==> src/rtl/vga_write_arbiter.sv <==
// Round-robin arbiter for the VGA adapter write port, with a per-frame write window.
// Define VGA_ARB_WINDOW_EN to gate grants and writes with the frame limiter window.
module vga_write_arbiter #(
  parameter int NUM_REQ      = 3,
  parameter int FRAME_PERIOD = 1700000,
  parameter int WINDOW_LEN   = 1000,
  parameter int MAX_BURST    = 64
) (
  input  logic                    clock,
  input  logic                    reset,
  input  logic [NUM_REQ-1:0]      req,
  input  logic [8*NUM_REQ-1:0]    req_x,
  input  logic [7*NUM_REQ-1:0]    req_y,
  input  logic [18*NUM_REQ-1:0]   req_col,
  input  logic [NUM_REQ-1:0]      req_w,
  output logic [NUM_REQ-1:0]      grant,
  output logic [7:0]              vga_x,
  output logic [6:0]              vga_y,
  output logic [17:0]             vga_colour,
  output logic                    vga_write,
  output logic                    window_open,
  output logic                    frame_tick
);

  localparam int OW = (NUM_REQ > 1) ? $clog2(NUM_REQ) : 1;
  localparam int BW = $clog2(MAX_BURST + 1);
  localparam int LW = (FRAME_PERIOD > 1) ? $clog2(FRAME_PERIOD) : 1;

  localparam logic [1:0] S_IDLE    = 2'd0;
  localparam logic [1:0] S_OWN     = 2'd1;
  localparam logic [1:0] S_HANDOFF = 2'd2;

  localparam logic [LW-1:0] LIM_TOP   = LW'(FRAME_PERIOD - 1);
  localparam logic [BW-1:0] BURST_CAP = BW'(MAX_BURST);
  localparam logic [OW-1:0] LAST_REQ  = OW'(NUM_REQ - 1);
  localparam logic [31:0]   WIN_LEN   = 32'(WINDOW_LEN);

  if (NUM_REQ < 1) begin : g_bad_num_req
    $error("NUM_REQ must be at least 1");
  end
  if (MAX_BURST < 1) begin : g_bad_burst
    $error("MAX_BURST must be at least 1");
  end
  if (WINDOW_LEN < 1 || WINDOW_LEN > FRAME_PERIOD) begin : g_bad_window
    $error("WINDOW_LEN must lie in 1..FRAME_PERIOD");
  end

  logic [LW-1:0] limiter;
  logic [1:0]    state;
  logic [1:0]    state_nx;
  logic [OW-1:0] owner;
  logic [OW-1:0] owner_nx;
  logic [OW-1:0] owner_wrap;
  logic [OW-1:0] rr_ptr;
  logic [OW-1:0] rr_nx;
  logic [BW-1:0] burst;
  logic [BW-1:0] burst_nx;
  logic [BW-1:0] burst_inc;

  logic          owning;
  logic          accept;
  logic          own_req;
  logic          own_w;
  logic [7:0]    own_x;
  logic [6:0]    own_y;
  logic [17:0]   own_col;

  logic          pick_found;
  logic [OW-1:0] pick;

  // Limiter counts down; the zero cycle is the frame boundary.
  assign frame_tick = (limiter == '0);

`ifdef VGA_ARB_WINDOW_EN
  assign window_open = (32'(limiter) < WIN_LEN);
`else
  assign window_open = 1'b1;
`endif

  always_ff @(posedge clock) begin
    if (reset) begin
      limiter <= LIM_TOP;
    end else if (frame_tick) begin
      limiter <= LIM_TOP;
    end else begin
      limiter <= limiter - 1'b1;
    end
  end

  always_comb begin
    own_req = 1'b0;
    own_w   = 1'b0;
    own_x   = '0;
    own_y   = '0;
    own_col = '0;
    for (int i = 0; i < NUM_REQ; i++) begin
      if (owner == OW'(i)) begin
        own_req = req[i];
        own_w   = req_w[i];
        own_x   = req_x[8*i +: 8];
        own_y   = req_y[7*i +: 7];
        own_col = req_col[18*i +: 18];
      end
    end
  end

  // Grant drops in the first closed cycle, before the FSM reaches IDLE.
  assign owning = (state == S_OWN) && window_open;
  assign accept = owning && own_w;

  always_comb begin
    grant = '0;
    for (int i = 0; i < NUM_REQ; i++) begin
      if (owning && owner == OW'(i)) begin
        grant[i] = 1'b1;
      end
    end
  end

  always_comb begin
    int cand;
    cand       = 0;
    pick       = '0;
    pick_found = 1'b0;
    for (int i = 0; i < NUM_REQ; i++) begin
      cand = (int'(rr_ptr) + i) % NUM_REQ;
      if (!pick_found && req[OW'(cand)]) begin
        pick_found = 1'b1;
        pick       = OW'(cand);
      end
    end
  end

  assign owner_wrap = (owner == LAST_REQ) ? '0 : owner + 1'b1;
  assign burst_inc  = burst + BW'(accept);

  always_comb begin
    state_nx = state;
    owner_nx = owner;
    rr_nx    = rr_ptr;
    burst_nx = burst;
    unique case (state)
      S_IDLE: begin
        if (window_open && pick_found) begin
          state_nx = S_OWN;
          owner_nx = pick;
        end
      end
      S_OWN: begin
        burst_nx = burst_inc;
        if (!window_open) begin
          state_nx = S_IDLE;
          rr_nx    = owner_wrap;
          burst_nx = '0;
        end else if (!own_req || burst_inc == BURST_CAP) begin
          state_nx = S_HANDOFF;
          rr_nx    = owner_wrap;
          burst_nx = '0;
        end
      end
      S_HANDOFF: begin
        state_nx = S_IDLE;
      end
      default: begin
        state_nx = S_IDLE;
        burst_nx = '0;
      end
    endcase
  end

  always_ff @(posedge clock) begin
    if (reset) begin
      state  <= S_IDLE;
      owner  <= '0;
      rr_ptr <= '0;
      burst  <= '0;
    end else begin
      state  <= state_nx;
      owner  <= owner_nx;
      rr_ptr <= rr_nx;
      burst  <= burst_nx;
    end
  end

  // Fields are zeroed whenever no write is emitted.
  always_ff @(posedge clock) begin
    if (reset) begin
      vga_write  <= 1'b0;
      vga_x      <= '0;
      vga_y      <= '0;
      vga_colour <= '0;
    end else begin
      vga_write  <= accept;
      vga_x      <= accept ? own_x : '0;
      vga_y      <= accept ? own_y : '0;
      vga_colour <= accept ? own_col : '0;
    end
  end

endmodule

==> config.mk <==
export PLATFORM = sky130hd
export DESIGN_NAME = vga_write_arbiter
export DESIGN_NICKNAME = d
export VERILOG_FILES = /design/src/rtl/vga_write_arbiter.sv
export SDC_FILE = /design/constraint.sdc
export NUM_CORES = 1
export LEC_CHECK = 0
export BUFFER_PORTS_ARGS = -buffer_cell sky130_fd_sc_hd__clkbuf_2
export CAP_MARGIN = 20
export CORE_MARGIN = 2
export CORE_UTILIZATION = 51
export CTS_BUF_LIST = sky130_fd_sc_hd__clkbuf_16
export DETAILED_ROUTE_END_ITERATION = 8
export PLACE_DENSITY_LB_ADDON = 0.12
export SYNTH_ARGS = -nofsm -noshare
export SYNTH_HDL_FRONTEND = slang
export SYNTH_SLANG_ARGS = --single-unit
==> constraint.sdc <==
create_clock -name clock -period 3.6 [get_ports clock]
set_input_delay 0.72 -clock clock [delete_from_list [all_inputs] [get_ports clock]]
set_output_delay 0.72 -clock clock [all_outputs]
set_load 0.02 [all_outputs]
==> impl_metrics.tcl, run 1 <==
set metrics [dict create \
    hold_viol 0 \
    seq_area_frac_synth 0.407 \
    die_h_um 85.0 \
    cts.sinks 68 \
    hold_start "limiter[0]$_SDFF_PP1_" \
    portBuffers 144 \
    io_pins 146 \
    min_path_cells 1 \
    clk_latency_ns 0.32 \
    muxShareOfSynthArea 0.117 \
    crit_buf_inv 2 \
    clkTransAtPathRegs_ns 0.05 \
    crit_required_ns 2.88 \
    critPathSlowestCell "nor4b_2" \
    vdd_drop_max_mv 0.328 \
    period_minus_slack_ns 2.84 \
    synth_edf_count 0 \
    critical_path.top_delay_family "simple AND/OR/NAND/NOR gates" \
    grt_start_max_net_pins 40 \
    post-route-period-util 0.789 \
    num_antenna_cells 0 \
    p_per_area_nw_per_um2 498 \
    syn_area_per_cell_um2 8.42 \
    setup_slack_ns 0.760 \
    antenna_found_initial 0 \
    worst_ep_arrival_time_ns 2.12 \
    gr-total-overflow 0 \
    wl_per_cell_um 13.7 \
    tns_ns 0 \
    slew_viol_final 0 \
    final_common_cell "clkbuf_2" \
    drt_first_iter_violations 137 \
    cp_max_fo 6 \
    cts_root_buffer "clkbuf_16" \
    final_cell_mix "144 x clkbuf_2, 91 x nor2_1, 67 x dfxtp_1" \
    final-setup-viol-count 0 \
    synth_xor_xnor_area_share 0.0393 \
    r2r-start "state[0]$_SDFFE_PP0P_" \
    clock_skew_ns 0.00569 \
    syn_inst 397 \
    rsz0062_at_grt "false" \
    drtPass1Iterations 4 \
    path_class "flop to primary output" \
    numCtsBuffers 9 \
    area_growth_syn_to_layout_pct 32.0 \
    netlist_area_um2 3340 \
    start_util 0.526 \
    ctsResizeCount 0 \
    cts_tree "done" \
    rr_endpoint "burst[0]$_SDFFE_PP0N_" \
    ant_nets 0 \
    worstRegToRegCells 9 \
    clock_path_buffers 2 \
    ys_ff_latch 68 \
    yosys.area_share.simple 0.244 \
    dpl.hpwl_um 6320 \
    fin_nets 644 \
    fp-row-count 29 \
    fp.dieW_um 85.0 \
    place_ws_ns 0.609 \
    synth_fp_nets 509 \
    worstPathCellList "inv_1, ha_1, nor4b_2, nand4b_4, nor3_4, clkbuf_2" \
    worst_slew_pin_slew_ns 0.726 \
    hold_path_class "flop to flop" \
    drc_errors 0 \
    synthArstFlopShare 0 \
    drive_gt1_frac 0.322 \
    leakagePower_uw 0.00197 \
    status "finished, final reports clean" \
    routed_via_density 5.20 \
    place_congestion 0.784 \
    worst_setup_path_end_kind "primary output" \
    die_area_um2 7220 \
    crit_start "limiter[0]$_SDFF_PP1_" \
    max-slew-margin-rel 0.514 \
    holdPathEnd "limiter[0]$_SDFF_PP1_" \
    track_usage 0.231 \
    synth_compound_area_frac 0.127 \
    wirelength_um 8400 \
    crit_path_start_kind "flop" \
    yosys.cell_types.count 52 \
    synth_top_family_by_area "simple AND/OR/NAND/NOR gates" \
    htreeDepth 3 \
    ys_warn_count 0 \
    max_freq_ghz 0.352 \
    grt_pass1_vias 3030 \
    postCtsSetupBuffers 0 \
    drv_cap 0 \
    core_um2 6350 \
    via_count 3191 \
    grt_pass1_wl_um 13400 \
    cpPeakStageDelay_ns 0.50 \
    synth_fa_ha_area_frac 0.0217 \
    reg2reg_slack_ns 0.91 \
    postCtsHoldBufs 0 \
    synth-main-ff-cell "dfxtp_1" \
]
flip-flops by register name, indices dropped and copies added (netlist names):
signal and cells:
state 2, limiter 21, vga_write 1, vga_x 8, rr_ptr 2, vga_y 7
burst 7, owner 2, vga_colour 18
where the power goes:
part	switching (uW)	internal, uW
Clock	308	596
Combinational	273	201
Sequential	28.2	793
final cells by class:
type,count,area (um2)
inverter,10,37.5
clock buffer,9,225
timing repair buffer,148,771
tap,77,96.3
sequential,68,1360
fill,514,1940
clock inverter,7,81.3
multi-input combinational,295,1840
routing by layer:
metal	global-route usage	wire [um]	share of wire
met4	0.104	190	0.023
met2	0.393	4070	0.48
met3	0.0506	516	0.061
met5	0	0	0
met1	0.278	3620	0.43
synth_stat cells (3+ instances only):
cell / n / area (um2)
a21oi_1: 41 / 205
buf_1: 4 / 15.0
buf_2: 7 / 35.0
clkbuf_1: 11 / 41.3
dfxtp_1: 68 / 1360
ha_1: 5 / 62.6
inv_1: 10 / 37.5
mux2i_1: 39 / 390
nand2_1: 19 / 71.3
nand2b_1: 6 / 37.5
nand3_1: 4 / 20.0
nand4b_1: 3 / 26.3
nor2_1: 91 / 342
nor2b_1: 4 / 25.0
nor3_1: 10 / 50.1
nor3b_1: 6 / 45.0
nor4_1: 4 / 25.0
o21ai_0: 7 / 35.0
or3_1: 5 / 31.3
xnor2_1: 10 / 87.6
xor2_1: 5 / 43.8
stage by stage:
stage,area (um2),power (uW),utilization,instances,hold WS [ns]
floorplan,3340,1160,-,397,0.384
CTS,4390,2200,0.691,613,0.413
global route,4410,2300,0.695,614,0.437
detailed placement,4080,1310,0.642,597,0.400
global placement,4080,1300,0.642,597,0.396
finish,4410,2200,0.695,614,0.415
how the worst max path moves through the flow:
stage	end	slack, ns	cells past startpoint
global placement	burst[0]$_SDFFE_PP0N_	0.72	12
finish	frame_tick	0.76	6
CTS	frame_tick	0.74	6
global route	frame_tick	0.63	6
detailed placement	burst[1]$_SDFFE_PP0N_	0.61	12
floorplan	burst[6]$_SDFFE_PP0N_	1.01	11
cell families after synthesis:
kind of cell | count (synthesis)
and+or+nand+nor | 165
xor gates and xnor gates | 15
DFF | 68
AOI/OAI and AO/OA | 69
muxes | 39
buffers and inverters | 34
adders and majority gates | 6
other | 1
Power figures use the tool's default switching activity.
==> inputs of run 2 (changes only) <==
CORE_UTILIZATION = 48   (was 51)
clock period = 2.7 ns   (was 3.6 ns; I/O delays follow)
==> run 2 against run 1 <==
  * Flip-flop and latch count did not move
  * Highest routed layer unchanged
  * Die area increased by 5.9%
  * Critical endpoint unchanged
  * Clock power is 32% higher
  * Clock skew fell by 0.0018 ns
  * Largest power group unchanged
  * Critical path type unchanged
==> impl_metrics.tcl, run 2 (synthesis results as in run 1) <==
set metrics [dict create \
    via_count 3199 \
    status "finished, final reports clean" \
    critPathSlowestCell "nor4b_4" \
    leakagePower_uw 0.00200 \
    holdWs_ns 0.419 \
    numCtsBuffers 9 \
    use_met2 0.363 \
    fin_nets 647 \
    drv_cap 0 \
    die_h_um 87.4 \
    cpPeakStageDelay_ns 0.37 \
    crit_start "limiter[0]$_SDFF_PP1_" \
    vdd_drop_max_mv 0.325 \
    worst_setup_path_end_kind "primary output" \
    worst_ep_arrival_time_ns 1.93 \
    drive_gt1_frac 0.331 \
    grt_use_met1 0.280 \
    cts_root_buffer "clkbuf_16" \
    antenna_found_initial 0 \
    fill_cells 578 \
    final_cell_mix "144 x clkbuf_2, 91 x nor2_1, 67 x dfxtp_1" \
    wl_per_cell_um 13.6 \
    dpl.hpwl_um 6430 \
    crit_required_ns 2.16 \
    finish.utilization 0.661 \
    r2r-start "owner[1]$_SDFFE_PP0P_" \
    num_antenna_cells 0 \
    final_common_cell "clkbuf_2" \
    area_growth_syn_to_layout_pct 33.6 \
    routed_via_density 5.16 \
    grt_start_max_net_pins 36 \
    final-setup-viol-count 0 \
    grt_use_met3 0.0531 \
    hold_start "limiter[0]$_SDFF_PP1_" \
    drt_first_iter_violations 100 \
    postCtsSetupBuffers 0 \
    place_inst 603 \
    gr-total-overflow 0 \
    drtPass1Iterations 4 \
    postCtsHoldBufs 0 \
    grt.busiest_layer "met2" \
    max_freq_ghz 0.406 \
    start_util 0.495 \
    largest_registers "limiter: 21 flops, vga_colour: 18 flops, vga_x: 8 flops" \
    track_usage 0.221 \
    p_per_area_nw_per_um2 658 \
    cp_max_fo 6 \
    tns_ns 0 \
    hold_viol 0 \
    clock_path_buffers 2 \
    worst_slew_pin_slew_ns 0.686 \
    drc_errors 0 \
    ant_nets 0 \
    clk_latency_ns 0.32 \
    clock_skew_ns 0.00384 \
    portBuffers 144 \
    crit_path_start_kind "flop" \
    hold_path_class "flop to flop" \
    top_register "limiter" \
    slew_viol_final 0 \
    worstPathCellList "inv_1, ha_1, nor4b_4, nand4b_4, nor3_4, clkbuf_2" \
    cts.sinks 68 \
    rsz0062_at_grt "false" \
    post-route-period-util 0.913 \
    ctsResizeCount 0 \
    path_class "flop to primary output" \
    place_congestion 0.782 \
    largest_reg_flops 21 \
    fp-row-count 30 \
    die_area_um2 7650 \
    stdcell_count 620 \
    io_pins 146 \
    wirelength_um 8440 \
    grt_pass1_wl_um 13300 \
    grt_pass1_vias 2945 \
    max-slew-margin-rel 0.541 \
    cts_tree "done" \
    period_minus_slack_ns 2.47 \
    clkTransAtPathRegs_ns 0.05 \
    htreeDepth 3 \
    fp.dieW_um 87.4 \
    core_um2 6760 \
]
[run 2: power by group]
part           switching, uW  internal (uW)  total (uW)
logic                    377            280         657
clock network            392            794        1190
registers               36.0           1060        1090
[run 2: critical path, delay by kind of cell (launching register included)]
kind,cells,cell delay (ns)
adders and majority gates,1,0.20
DFF,1,0.33
buffers and inverters,2,0.26
and+or+nand+nor,3,0.82
[run 2: metrics by stage]
step                worst slack, ns  power (uW)  instance area (um2)
floorplan                     0.285        1550                 3340
global placement           -0.00205        1750                 4110
detailed placement          -0.0674        1760                 4110
CTS                          0.0587        2950                 4410
global route                 0.0540        3090                 4460
finish                        0.234        2940                 4460
[run 2: area by class of cell]
cell class / count / area, um2 / area share
clock inverters: 7 / 81.3 / 0.0182
well taps: 80 / 100 / 0.0224
inverters: 10 / 37.5 / 0.00841
repair buffers: 151 / 793 / 0.178
clock buffers: 9 / 225 / 0.0504
multi-input cells: 295 / 1860 / 0.418
flip-flops and latches: 68 / 1360 / 0.305
[run 2: path summary, 6_finish.rpt]
path                            to  slack (ns)  depth (start not counted)
min reg2reg  limiter[0]$_SDFF_PP1_        0.42                          1
max reg2reg  burst[6]$_SDFFE_PP0N_        0.27                         11
min          limiter[0]$_SDFF_PP1_        0.42                          1
max                     frame_tick        0.23                          6
[run 2: routing by layer]
| metal | up-vias | routed length (um) |
|---|---|---|
| li1 | 1653 | - |
| met1 | 1442 | 3570 |
| met2 | 93 | 4220 |
| met3 | 11 | 519 |
| met4 | 0 | 127 |
| met5 | - | 0 |
==> inputs of run 3 (changes only) <==
ABC_AREA = 1   (was not set)
CORE_UTILIZATION = 47   (was 48)
CTS_CLUSTER_DIAMETER = 200   (was not set)
==> run 3 against run 2 <==
  * Critical path depth increased by 3
  * Power increased by 32%
  * Clock skew increased by 0.0026 ns
  * First-iteration DRC count increased by 27%
  * Combinational power increased by 110%
  * Fmax decreased by 1.3%
  * Routed wire length increased by 5.7%
  * Final area decreased by 1.3%
  * Final cell count increased by 15%
  * Setup slack got worse by 0.033 ns
  * Critical path type unchanged
  * Largest cell class unchanged
  * Largest power group is now combinational logic
==> impl_metrics.tcl, run 3 <==
set metrics [dict create \
    synth_fp_nets 581 \
    gr-total-overflow 0 \
    crit_path_start_kind "flop" \
    ys_warn_count 0 \
    via_count 3458 \
    slew_viol_final 0 \
    finish.utilization 0.649 \
    netlist_area_um2 3290 \
    p_per_area_nw_per_um2 879 \
    cts.sinks 68 \
    vdd_drop_max_mv 0.459 \
    synth_edf_count 0 \
    postCtsHoldBufs 0 \
    clock_path_buffers 2 \
    max_freq_ghz 0.400 \
    synthArstFlopShare 0 \
    cts_tree "done" \
    final_cell_mix "173 x nand2_1, 144 x clkbuf_2, 67 x dfxtp_1" \
    synthTopCellsByArea "dfxtp_1 41%, nand2_1 20%, a31oi_1 5.1%" \
    wl_per_cell_um 12.5 \
    antenna_found_initial 0 \
    hold_path_class "flop to flop" \
    portBuffers 144 \
    ys_ff_latch 68 \
    cts_root_buffer "clkbuf_16" \
    largest_registers "limiter: 21 flops, vga_colour: 18 flops, vga_x: 8 flops" \
    max-slew-margin-rel 0.577 \
    holdPathEnd "limiter[0]$_SDFF_PP1_" \
    path_class "flop to primary output" \
    routed_via_density 4.84 \
    critical_path.top_delay_family "simple AND/OR/NAND/NOR gates" \
    worstRegToRegCells 15 \
    cpPeakStageDelay_ns 0.32 \
    top_register "limiter" \
    syn_inst 469 \
    worst_ep_arrival_time_ns 1.96 \
    dpl.hpwl_um 6860 \
    fp-row-count 30 \
    status "finished, final reports clean" \
    grt_pass1_wl_um 14200 \
    drv_cap 0 \
    period_minus_slack_ns 2.50 \
    synth_area_leader_cell "dfxtp_1" \
    ant_nets 0 \
    wirelength_um 8920 \
    clkTransAtPathRegs_ns 0.05 \
    rsz0062_at_grt "false" \
    crit_required_ns 2.16 \
    place_congestion 0.882 \
    drc_errors 0 \
    final-setup-viol-count 0 \
    synth-main-ff-cell "dfxtp_1" \
    drtPass1Iterations 4 \
    critPathSlowestCell "dfxtp_1" \
    fin_nets 726 \
    yosysMostFrequentCell "nand2_1" \
    cp_common_cell "nor2_1" \
    die_h_um 87.6 \
    start_util 0.484 \
    fp.dieW_um 87.6 \
    fill_cells 618 \
    tns_ns 0 \
    drt_first_iter_violations 127 \
    clock_skew_ns 0.00640 \
    track_usage 0.237 \
    num_antenna_cells 0 \
    rr_endpoint "rr_ptr[0]$_SDFFE_PP0P_" \
    core_um2 6790 \
    leakagePower_uw 0.00211 \
    numCtsBuffers 9 \
    grt_start_max_net_pins 36 \
    drive_gt1_frac 0.305 \
    yosysTopAreaCellShare 0.414 \
    yosys.cell_types.count 36 \
    place_ws_ns 0.162 \
    setup_slack_ns 0.201 \
    clk_latency_ns 0.32 \
    io_pins 146 \
    reg2reg_slack_ns 0.24 \
    worstPathCellList "inv_1, ha_1, nand3_1, nor2_1, nand2_1, nor2_1, nand2_1, nor2_1, clkbuf_2" \
    r2r-start "state[0]$_SDFFE_PP0P_" \
    htreeDepth 3 \
    post-route-period-util 0.925 \
    worst_setup_path_end_kind "primary output" \
    seq_area_frac_synth 0.414 \
    grt_pass1_vias 3159 \
    hold_viol 0 \
    min_path_cells 1 \
    worst_slew_pin_slew_ns 0.633 \
    area_growth_syn_to_layout_pct 34.1 \
    die_area_um2 7680 \
    syn_area_per_cell_um2 7.01 \
    synth_common_cells "173 x nand2_1, 68 x dfxtp_1, 44 x nor2_1" \
    final_common_cell "nand2_1" \
    largest_reg_flops 21 \
    cp_max_fo 4 \
    hold_start "limiter[0]$_SDFF_PP1_" \
    crit_buf_inv 2 \
]
==> run 3: where the power goes <==
group / switching [uW] / internal (uW) / leakage, uW
Sequential: 49.0 / 1120 / 0.000552
Combinational: 972 / 423 / 0.00139
Clock: 420 / 891 / 0.000169
==> run 3: final cells by class <==
| type | count | area [um2] | share of cell area |
|---|---|---|---|
| well taps | 96 | 120 | 0.0272 |
| flip-flops and latches | 68 | 1360 | 0.309 |
| multi-input cells | 343 | 1660 | 0.378 |
| clock buffers | 9 | 225 | 0.0511 |
| repair buffers | 151 | 773 | 0.175 |
| inverters | 41 | 154 | 0.0349 |
| clock inverters | 7 | 109 | 0.0247 |
==> run 3: routing by layer <==
layer,GRT usage,up-vias,part of all wire
li1,-,1810,-
met1,0.284,1529,0.42
met2,0.385,109,0.50
met3,0.0867,10,0.062
met4,0.0951,0,0.016
met5,0,-,0
==> run 3: timing repair <==
| item | in CTS | in global routing |
|---|---|---|
| setup buffers | 0 | 1 |
| endpoints found under the setup margin | 0 | 2 |
| gates resized for setup | 0 | 2 |
==> run 3: logic make-up (layout without fill, tap and decap cells) <==
logic type               Yosys count  after routing  share of synthesized area
AO/OA/AOI/OAI                     60             60                      0.118
XOR/XNOR                           6              6                     0.0160
adder cells (fa/ha/maj)            5              5                     0.0190
buffers and inverters             58            208                     0.0807
flip-flops                        68             68                      0.414
other                              1              1                    0.00114
AND/OR/NAND/NOR                  271            271                      0.352
==> run 3: worst max-delay path by stage <==
| stage | startpoint | endpoint | slack, ns | depth (start not counted) |
|---|---|---|---|---|
| finish | limiter[0]$_SDFF_PP1_ | frame_tick | 0.20 | 9 |
| global route | limiter[0]$_SDFF_PP1_ | frame_tick | 0.002 | 9 |
| CTS | limiter[0]$_SDFF_PP1_ | frame_tick | 0.18 | 9 |
| detailed placement | req_w[2] | rr_ptr[1]$_SDFFE_PP0P_ | 0.16 | 14 |
| global placement | req_w[2] | rr_ptr[1]$_SDFFE_PP0P_ | 0.22 | 14 |
| floorplan | req_w[2] | rr_ptr[0]$_SDFFE_PP0P_ | 0.28 | 13 |
==> run 3: stage by stage <==
stage	power, uW	hold WS (ns)	cell area [um2]	std cells
3_5_place_dp	2580	0.396	4060	698
4_1_cts	3900	0.408	4400	714
2_1_floorplan	2210	0.379	3290	469
5_1_grt	4130	0.425	4410	715
6_report	3880	0.406	4410	715
3_3_place_gp	2560	0.392	4060	698
==> run 3: worst register-to-register path, delay by kind of cell (launching register included) <==
| kind | cells | cell delay (ns) |
|---|---|---|
| adder cells (fa/ha/maj) | 2 | 0.46 |
| flip-flops | 1 | 0.34 |
| buffers and inverters | 2 | 0.16 |
| AND/OR/NAND/NOR | 11 | 1.38 |
